==> config.mk <==
export PLATFORM = sky130hd
export DESIGN_NAME = mem_access_unit
export DESIGN_NICKNAME = d
export VERILOG_FILES = /design/src/rtl/mem_access_unit.sv
export SDC_FILE = /design/constraint.sdc
export NUM_CORES = 1
export LEC_CHECK = 0
export BUFFER_PORTS_ARGS = -buffer_cell sky130_fd_sc_hd__clkbuf_2
export CAP_MARGIN = 20
export CORE_MARGIN = 1
export CORE_UTILIZATION = 40
export CTS_CLUSTER_DIAMETER = 50
export DETAILED_ROUTE_END_ITERATION = 16
export PLACE_DENSITY = 0.65
export SLEW_MARGIN = 15
export SYNTH_ARGS = -nofsm -noshare
export SYNTH_HDL_FRONTEND = slang
export SYNTH_SLANG_ARGS = --single-unit
export TNS_END_PERCENT = 100
==> constraint.sdc <==
create_clock -name clk -period 5.77 [get_ports clk]
set_clock_uncertainty 0.2 [all_clocks]
set_input_delay 0.577 -clock clk [delete_from_list [all_inputs] [get_ports clk]]
set_output_delay 0.577 -clock clk [all_outputs]
set_load 0.1 [all_outputs]
==> src/rtl/mem_access_unit.sv <==
// Load/store sequencer between the multicycle datapath and a word-wide data RAM.
// Byte-addressed sub-word accesses become word accesses; sub-word stores use read-modify-write.
module mem_access_unit #(
  parameter int ADDR_WIDTH = 10
) (
  input  logic                  clk,
  input  logic                  reset,
  input  logic                  req,
  input  logic                  we,
  input  logic [1:0]            size,
  input  logic                  signExt,
  input  logic [ADDR_WIDTH+1:0] byteAddr,
  input  logic [31:0]           wData,
  output logic [31:0]           rData,
  output logic                  busy,
  output logic                  done,
  output logic                  misaligned,
  output logic                  ramWrite,
  output logic [ADDR_WIDTH-1:0] ramAddr,
  output logic [31:0]           ramInData,
  input  logic [31:0]           ramOutData
);

  typedef enum logic [2:0] {
    ST_IDLE   = 3'd0,
    ST_LOAD   = 3'd1,
    ST_RMW_RD = 3'd2,
    ST_WRITE  = 3'd3,
    ST_DONE   = 3'd4
  } state_t;

  // Size 11 is never legal; halves need an even offset, words a zero offset.
  function automatic logic align_fault(input logic [1:0] sz, input logic [1:0] off);
    logic f;
    f = 1'b0;
    case (sz)
      2'b00:   f = 1'b0;
      2'b01:   f = off[0];
      2'b10:   f = (off != 2'b00);
      default: f = 1'b1;
    endcase
    return f;
  endfunction

  // Selects the little-endian lane addressed by off and widens it to 32 bits.
  function automatic logic [31:0] extract_lane(input logic [31:0] word, input logic [1:0] sz,
                                               input logic [1:0] off, input logic sext);
    logic [7:0]  b;
    logic [15:0] h;
    logic [31:0] r;
    b = 8'h00;
    h = off[1] ? word[31:16] : word[15:0];
    r = 32'h0000_0000;
    case (off)
      2'b00:   b = word[7:0];
      2'b01:   b = word[15:8];
      2'b10:   b = word[23:16];
      default: b = word[31:24];
    endcase
    case (sz)
      2'b00:   r = {{24{sext & b[7]}}, b};
      2'b01:   r = {{16{sext & h[15]}}, h};
      default: r = word;
    endcase
    return r;
  endfunction

  // Replaces the addressed lane(s) of word with the low bits of data.
  function automatic logic [31:0] merge_lane(input logic [31:0] word, input logic [31:0] data,
                                             input logic [1:0] sz, input logic [1:0] off);
    logic [31:0] r;
    r = word;
    case (sz)
      2'b00: begin
        case (off)
          2'b00:   r[7:0]   = data[7:0];
          2'b01:   r[15:8]  = data[7:0];
          2'b10:   r[23:16] = data[7:0];
          default: r[31:24] = data[7:0];
        endcase
      end
      2'b01: begin
        if (off[1]) begin
          r[31:16] = data[15:0];
        end else begin
          r[15:0] = data[15:0];
        end
      end
      default: r = data;
    endcase
    return r;
  endfunction

  state_t                state_r;
  state_t                next_state_s;
  logic                  we_r;
  logic [1:0]            size_r;
  logic                  sext_r;
  logic [31:0]           wdata_r;
  logic [ADDR_WIDTH-1:0] waddr_r;
  logic [1:0]            off_r;
  logic [31:0]           merge_r;
  logic [31:0]           rdata_r;
  logic                  done_r;
  logic                  misaligned_r;
  logic                  fault_s;
  logic                  accept_s;
  logic                  ram_write_s;
  logic [ADDR_WIDTH-1:0] ram_addr_s;
  logic [31:0]           ram_in_s;

  assign fault_s  = align_fault(size, byteAddr[1:0]);
  assign accept_s = (state_r == ST_IDLE) && req;

  // Next-state selection; requests are only looked at in IDLE.
  always_comb begin
    next_state_s = ST_IDLE;
    case (state_r)
      ST_IDLE: begin
        if (!req) begin
          next_state_s = ST_IDLE;
        end else if (fault_s) begin
          next_state_s = ST_DONE;
        end else if (!we) begin
          next_state_s = ST_LOAD;
        end else if (size == 2'b10) begin
          next_state_s = ST_WRITE;
        end else begin
          next_state_s = ST_RMW_RD;
        end
      end
      ST_LOAD:   next_state_s = ST_DONE;
      ST_RMW_RD: next_state_s = ST_WRITE;
      ST_WRITE:  next_state_s = ST_DONE;
      ST_DONE:   next_state_s = ST_IDLE;
      default:   next_state_s = ST_IDLE;
    endcase
  end

  // State register.
  always_ff @(posedge clk) begin
    if (reset) begin
      state_r <= ST_IDLE;
    end else begin
      state_r <= next_state_s;
    end
  end

  // Request latch, captured only at the accepting edge.
  always_ff @(posedge clk) begin
    if (reset) begin
      we_r    <= 1'b0;
      size_r  <= 2'b00;
      sext_r  <= 1'b0;
      wdata_r <= 32'h0000_0000;
      waddr_r <= {ADDR_WIDTH{1'b0}};
      off_r   <= 2'b00;
    end else if (accept_s) begin
      we_r    <= we;
      size_r  <= size;
      sext_r  <= signExt;
      wdata_r <= wData;
      waddr_r <= byteAddr[ADDR_WIDTH+1:2];
      off_r   <= byteAddr[1:0];
    end
  end

  // Load result and read-modify-write merge word, both taken from the combinational RAM read.
  always_ff @(posedge clk) begin
    if (reset) begin
      rdata_r <= 32'h0000_0000;
      merge_r <= 32'h0000_0000;
    end else begin
      if (state_r == ST_LOAD) begin
        rdata_r <= extract_lane(ramOutData, size_r, off_r, sext_r);
      end
      if (state_r == ST_RMW_RD) begin
        merge_r <= merge_lane(ramOutData, wdata_r, size_r, off_r);
      end
    end
  end

  // Completion pulses are registered so they line up exactly with the DONE state.
  always_ff @(posedge clk) begin
    if (reset) begin
      done_r       <= 1'b0;
      misaligned_r <= 1'b0;
    end else begin
      done_r       <= (next_state_s == ST_DONE);
      misaligned_r <= accept_s && fault_s;
    end
  end

  // RAM port drive; the write strobe is gated by reset so an aborted store never lands.
  always_comb begin
    ram_write_s = 1'b0;
    ram_addr_s  = waddr_r;
    ram_in_s    = 32'h0000_0000;
    case (state_r)
      ST_IDLE: ram_addr_s = byteAddr[ADDR_WIDTH+1:2];
      ST_WRITE: begin
        ram_write_s = ~reset;
        ram_in_s    = (size_r == 2'b10) ? wdata_r : merge_r;
      end
      default: ram_addr_s = waddr_r;
    endcase
  end

  assign busy       = (state_r != ST_IDLE);
  assign done       = done_r;
  assign misaligned = misaligned_r;
  assign rData      = rdata_r;
  assign ramWrite   = ram_write_s;
  assign ramAddr    = ram_addr_s;
  assign ramInData  = ram_in_s;

endmodule

Word-level counts from Yosys, hierarchy flattened
Cells that the tools add are included.
Operators by class
  multiplexer cells: 22
  eq/ne operators: 10
  reductions and logical operators: 10
  bitwise gates (word level): 3
Operators with widths (number)
  case mux 32 bit (2 select lines): 2
  two-way mux 32 bit: 2
  two-way mux 16 bit: 3
  two-way mux 8 bit: 6
  case mux 8 bit (3 select lines): 1
  two-way mux 10 bit: 1
  case mux 3 bit (3 select lines): 1
  == test 2 x 1 -> 1 bit, second input constant: 3
  == test 2 bit, second input constant: 3
  == test 3 x 2 -> 1 bit, second input constant: 2
  zero test 2 bit: 3
  two-way mux 3 bit: 2
  == test 3 x 1 -> 1 bit, second input constant: 1
  == test 3 bit, second input constant: 1
  zero test 3 bit: 1
  case mux 1 bit (3 select lines): 1
  nonzero test 3 bit: 1
  OR reduction 3 bit: 1
  AND 1 bit: 2
  logical AND 1 bit: 2
  two-way mux 1 bit: 2
  two-way mux 2 bit: 1
  nonzero test 2 bit: 1
  OR reduction 2 bit: 1
  inverter 1 bit: 1
Storage, ports and cells
  output and inout port bits: 78
  bits of input ports: 83
  bits in registers: 116

Logic depth before layout (Yosys ltp)
Gate-level depths: netlist of the first run.
  depth after elaboration: 7
  depth in mapped cells: 8
  mapped depth without buffers: 4

Least setup slack after synthesis of the first run
Ideal clock, no wire load.
  path type: register -> output
  from: register size_r[1]
  to: output port ramInData[10]
  arrival time: 2.582 ns
  stages on the path, launching flop included: 7
  required time: 4.993 ns
  buffers on the path: 3
  slack: 2.411 ns
  cells stage by stage: dfxtp_1 -> buf_2 -> nor2b_1 -> clkbuf_1 -> clkbuf_1 -> nand2_1 -> a21oi_1
On the way
  cells in the longest elaborated chain, start to end: 3
Ends and longest elaborated chain
  from (decl): line 97  | logic [1:0] size_r;
  from (signal assigned): line 160  | size_r <= size;
  == test 2 bit: line 203  | ram_in_s = (size_r == 2'b10) ? wdata_r : merge_r;
  two-way mux 32 bit: line 203
  two-way mux 32 bit: line 199  | case (state_r)
  to (decl): line 20  | output logic [31:0] ramInData,
Every way passes these cells.

Worst setup path in the final report of the first run
  from: register size_r[1]
  to: output port ramInData[4]
Same word-level chain as after synthesis.

==> results.sh, run 1 <==
export IMPL_arrival_ps=2880
export IMPL_synth_edf_count=0
export IMPL_syn2layout_area_growth_pct=21.9
export IMPL_synth_seq_cells=116
export IMPL_gp_congestion=0.848
export IMPL_postPlaceCellArea_sq_um=6950
export IMPL_cts_resized_gates=0
export IMPL_worst_pin_slew_ps=1030
export IMPL_grt_usage_pct=26.3
export IMPL_slowest_stage="dfxtp_2"
export IMPL_fin_area_sq_um=7460
export IMPL_ys_seq_area_share_pct=37.9
export IMPL_crit_chain="nor2b_2 -> buf_4 -> nand2_1 -> a21oi_1 -> clkbuf_2"
export IMPL_syn_inst=792
export IMPL_period_share_pct=63.4
export IMPL_synth_ff_type="dfxtp_1"
export IMPL_drt_iter0_markers=610
export IMPL_end_kind="primary output"
export IMPL_synth_most_common_cell="nand2_1"
export IMPL_syn_avg_cell_area_sq_um=7.73
export IMPL_cts_root_buffer="clkbuf_16"
export IMPL_layout_nets=993
export IMPL_first_global_vias=5743
export IMPL_die_y_um=126
export IMPL_core_area_sq_um=14800
export IMPL_fin_hold_ws_ps=181
export IMPL_design_power_total_mw=2.45
export IMPL_powerDensity_nw_per_um2=329
export IMPL_cts_setup_buffers=0
export IMPL_dpl_hpwl_mm=14.2
export IMPL_synth_distinct_cells=43
export IMPL_start_util_pct=41.5
export IMPL_p_leak_nw=2.87
export IMPL_setup_viol=0
export IMPL_crit_path_max_fanout=28
export IMPL_io_pins=161
export IMPL_port_buffers=160
export IMPL_max_cap_viol_count=0
export IMPL_clockBufferDepth=2
export IMPL_p_seq_share_pct=37.8
export IMPL_grt_pass1_wl_mm=31.8
export IMPL_critical_path_class="reg -> out"
export IMPL_rsz0062_at_grt="no"
export IMPL_crit_buf_inv=2
export IMPL_regArea_sq_um=2320
export IMPL_die_area_sq_um=15800
export IMPL_insertion_delay_ps=410
export IMPL_drive_gt1_share_pct=28.7
export IMPL_slew_violations=0
export IMPL_drc=0
export IMPL_wl_mm=20.7
export IMPL_fill_cells=1507
export IMPL_async_flop_share_pct=0
export IMPL_synth_top_area_share_pct=37.9
export IMPL_antenna_cells=0
export IMPL_post_route_min_period_ps=3660
export IMPL_post_route_util_pct=50.6
export IMPL_fin_tns_setup_ps=0
export IMPL_synth_area_top_cells="dfxtp_1, nand2_1, mux2_2, a21oi_1, a211oi_1"
export IMPL_p_int_mw=1.61
export IMPL_die_w_um=126
export IMPL_synth_nets=875
export IMPL_yosys_warnings=0
export IMPL_vias=6231
export IMPL_antenna_found_initial=0
export IMPL_synth_top_cell_by_area="dfxtp_1"
export IMPL_regToRegSetupSlack_ps=3050
export IMPL_post_drt_wl_per_cell_um=18.7
export IMPL_cts_tree="built"
export IMPL_crit_path_start_kind="flip-flop"
export IMPL_status="finished clean"
export IMPL_max_stage_delay_ps=670
export IMPL_synth_cells_most_frequent="nand2_1, dfxtp_1, a21oi_1"
export IMPL_p_sw_share_pct=34.3
export IMPL_p_switching_mw=0.843
export IMPL_holdBufCountCts=0
export IMPL_grt_max_degree=93
export IMPL_grt_overflow_total=0
export IMPL_pwr_share_comb_pct=24.0
export IMPL_finalHoldViolCount=0
export IMPL_htreeDepth=4
export IMPL_numCtsBuffers=17
export IMPL_multiInputGateArea_sq_um=3470
export IMPL_path_delay_family="buffers and inverters"
export IMPL_drtPass1Iterations=9
export IMPL_ir_worst_vdd_mv=0.306
export IMPL_drt_vias_per_instance=5.64
export IMPL_ant_nets=0
export IMPL_clk_pin_slew_worst_paths_ps=50
export IMPL_fmax_ghz=0.273
export IMPL_fp_row_count=44
export IMPL_syn_area_sq_um=6120
export IMPL_max_slew_margin_pct=31.1
export IMPL_clkSinkCount=116
export IMPL_min_path_type="in -> reg"
export IMPL_required_ps=4990
export IMPL_clockPowerShare_pct=38.3
[routing by layer]
layer	global-route usage [%]	vias up	wire, um
li1	-	3024	-
met1	35.6	2927	9250
met2	40.9	256	9560
met3	6.12	24	1530
met4	9.04	0	345
met5	0	-	0
[worst paths after layout]
kind,cells past startpoint,from,end
worst min-delay path,3,wData[7],wdata_r[7]
worst min register to register,2,waddr_r[0],waddr_r[0]
worst max-delay path,5,size_r[1],ramInData[4]
worst max register to register,5,size_r[1],merge_r[21]
[power by group through the flow]
stage,registers [mW],clock network [mW],logic [mW]
CTS,0.925,0.948,0.587
global route,0.933,0.985,0.628
floorplan,1.02,0,0.366
global placement,0.940,0,0.584
detailed placement,0.940,0,0.586
finish,0.927,0.939,0.588
[worst min-delay path, stage by stage]
cell	delay, ps
clkbuf_2	80
nand2_1	40
a21oi_1	50
[layout by cell type, fill, tap and decap left out, types with 2 or more instances in the layout]
cell type    n
and2_1       4
mux4_2       2
mux2i_1      7
inv_1        8
nand2_1    223
clkinv_2     6
nand3_1      3
a32o_1       4
a31o_2       3
nor3_1       5
a222oi_1    12
nand3b_1    10
a311oi_1    14
clkbuf_16   17
clkbuf_2   159
a211oi_2    10
o21a_1       4
a211oi_1    38
or3_1        2
clkbuf_1     4
nand2b_1     9
mux2_2      41
dfxtp_1    115
nor3_2       2
a221oi_1    15
buf_4       12
a21oi_1     86
o32ai_1      4
o211ai_1     2
a21o_1       2
nor2_1      64
nor2b_1      5
o21ai_0     14
inv_2        2
[sequential cells by signal (all words and copies together) (netlist names)]
name	flops
waddr_r	10
off_r	2
size_r	2
misaligned	1
state_r	3
merge_r	32
sext_r	1
wdata_r	32
done	1
rData	32
[layout make-up]
class | count | area share [%]
multi-input combinational | 594 | 46.5
timing repair buffer | 171 | 11.9
sequential | 116 | 31.1
tap | 184 | 3.09
clock buffer | 22 | 6.09
clock inverter | 7 | 0.805
inverter | 10 | 0.503
[logic make-up after synthesis]
kind of cell / Yosys count / synth area share, %
AOI/OAI and AO/OA: 212 / 24.5
buffers and inverters: 82 / 5.60
DFF: 116 / 37.9
muxes: 50 / 9.42
and+or+nand+nor: 332 / 22.5
[stage by stage]
stage	instances	worst slack [ps]
4_1_cts	1104	2140
2_1_floorplan	792	2410
3_3_place_gp	1075	2620
3_5_place_dp	1075	2590
5_1_grt	1104	2010
6_report	1104	2110
Power figures use the tool's default switching activity.
==> run 2: changes to the inputs <==
==> constraint.sdc (replaced) <==
create_clock -name clk -period 3.8 [get_ports clk]
set_clock_uncertainty 0.2 [all_clocks]
set_input_delay 0.38 -clock clk [delete_from_list [all_inputs] [get_ports clk]]
set_output_delay 0.38 -clock clk [all_outputs]
set_load 0.1 [all_outputs]
==> run 2 against run 1 <==
Net effect:
- sequential power rose by 50%
- worst setup slack lost 1500 ps
- cell count is 4.6% higher
- non-clock buffer count rose by 50
- total power grew 56%
- die area unchanged
- routed wire length increased by 1.7%
- sequential share of layout area shrank 2.1 points
- critical endpoint is now ramInData[20]
- highest routed layer unchanged
==> results.sh, run 2 (synthesis results as in run 1) <==
export IMPL_status="finished clean"
export IMPL_period_share_pct=83.6
export IMPL_pwr_share_comb_pct=24.8
export IMPL_grtUsageMet1_pct=35.9
export IMPL_io_pins=161
export IMPL_rsz0062_at_grt="no"
export IMPL_grt_pass1_wl_mm=32.6
export IMPL_crit_path_max_fanout=23
export IMPL_required_ps=3220
export IMPL_dpl_hpwl_mm=14.3
export IMPL_die_area_sq_um=15800
export IMPL_min_path_type="in -> reg"
export IMPL_gp_congestion=0.908
export IMPL_fp_row_count=44
export IMPL_min_path_cells=3
export IMPL_p_seq_share_pct=36.3
export IMPL_regArea_sq_um=2320
export IMPL_pre_cts_ws_ps=1090
export IMPL_max_cap_viol_count=0
export IMPL_r2r_start="state_r[0]"
export IMPL_drive_gt1_share_pct=27.9
export IMPL_clockPowerShare_pct=38.9
export IMPL_die_y_um=126
export IMPL_antenna_found_initial=0
export IMPL_max_slew_margin_pct=37.0
export IMPL_holdBufCountCts=44
export IMPL_layout_nets=1043
export IMPL_htreeDepth=4
export IMPL_cts_resized_gates=0
export IMPL_syn2layout_area_growth_pct=30.5
export IMPL_fin_ws_ps=622
export IMPL_cts_setup_buffers=0
export IMPL_fill_cells=1453
export IMPL_drt_vias_per_instance=5.66
export IMPL_fmax_ghz=0.315
export IMPL_finalHoldViolCount=0
export IMPL_grt_busiest_layer="met2"
export IMPL_powerDensity_nw_per_um2=481
export IMPL_p_switching_mw=1.30
export IMPL_critical_path_class="reg -> out"
export IMPL_end_kind="primary output"
export IMPL_regToRegSetupSlack_ps=1380
export IMPL_cts_root_buffer="clkbuf_16"
export IMPL_grt_overflow_total=0
export IMPL_r2r_cells=5
export IMPL_numCtsBuffers=17
export IMPL_p_int_mw=2.55
export IMPL_p_sw_share_pct=33.7
export IMPL_fin_tns_setup_ps=0
export IMPL_die_w_um=126
export IMPL_r2r_end="rData[31]"
export IMPL_antenna_cells=0
export IMPL_layout_common_cells="nand2_1, clkbuf_2, dfxtp_1, a21oi_1, nor2_1"
export IMPL_setup_viol=0
export IMPL_p_leak_nw=3.10
export IMPL_post_route_util_pct=54.2
export IMPL_start_util_pct=41.5
export IMPL_slew_violations=0
export IMPL_ant_nets=0
export IMPL_drtPass1Iterations=6
export IMPL_vias=6535
export IMPL_crit_path_start_kind="flip-flop"
export IMPL_post_drt_wl_per_cell_um=18.2
export IMPL_drt_iter0_markers=483
export IMPL_first_global_vias=5962
export IMPL_insertion_delay_ps=420
export IMPL_grt_usage_pct=26.9
export IMPL_wl_mm=21.0
export IMPL_clkSinkCount=116
export IMPL_port_buffers=160
export IMPL_post_route_min_period_ps=3180
export IMPL_ir_worst_vdd_mv=0.325
export IMPL_multiInputGateArea_sq_um=3470
export IMPL_final_common_cell="nand2_1"
export IMPL_grt_met2_usage_pct=41.8
export IMPL_drc=0
export IMPL_grt_max_degree=50
export IMPL_met3_usage_pct=5.31
export IMPL_hp_start="wData[14]"
export IMPL_arrival_ps=2600
export IMPL_clockBufferDepth=2
export IMPL_worst_pin_slew_ps=943
export IMPL_hold_end="wdata_r[14]"
export IMPL_clk_pin_slew_worst_paths_ps=50
export IMPL_cts_tree="built"
export IMPL_core_area_sq_um=14800
==> run 2: how the worst max path moves through the flow <==
stage / startpoint / to / slack [ps] / depth (start not counted)
final: size_r[0] / ramInData[20] / 620 / 6
after global routing: size_r[0] / ramInData[20] / 480 / 6
after CTS: size_r[0] / ramInData[1] / 640 / 6
after detailed placement: size_r[0] / ramInData[1] / 1090 / 6
after global placement: size_r[0] / ramInData[13] / 1160 / 6
after floorplan: size_r[1] / ramInData[10] / 640 / 6
==> run 2: power by group through the flow <==
stage / Combinational [mW] / Clock (mW) / Sequential [mW]
floorplan: 0.556 / 0 / 1.54
global placement: 0.906 / 0 / 1.41
detailed placement: 0.910 / 0 / 1.41
CTS: 0.948 / 1.52 / 1.39
global route: 1.02 / 1.57 / 1.40
finish: 0.952 / 1.50 / 1.39
==> run 2: cell type report <==
cell class | count | area share (%)
clock buffer | 25 | 6.20
clock inverter | 5 | 0.626
inverter | 10 | 0.470
multi-input combinational | 594 | 43.4
sequential | 116 | 29.1
tap | 184 | 2.88
timing repair buffer | 221 | 17.3
==> run 2: through the flow <==
step                      cells  instance area, sq um  total power, mW  hold WS [ps]
final                      1155                  7990             3.84          19.0
after global routing       1155                  7990             3.98          48.5
after CTS                  1155                  7990             3.86          3.21
after detailed placement   1081                  7000             2.33           249
after global placement     1081                  7000             2.32           242
after floorplan             792                  6120             2.10           234
==> run 2: worst max-delay path, stage by stage, from the launching register on <==
cell	delay (ps)
dfxtp_1	660
inv_1	200
nand2_1	380
buf_12	220
nand2_1	70
a21oi_1	160
clkbuf_2	480
==> run 2: per-layer routing <==
metal,vias up,routed length [um]
li1,3127,-
met1,3100,9390
met2,268,9630
met3,40,1370
met4,0,637
met5,-,0
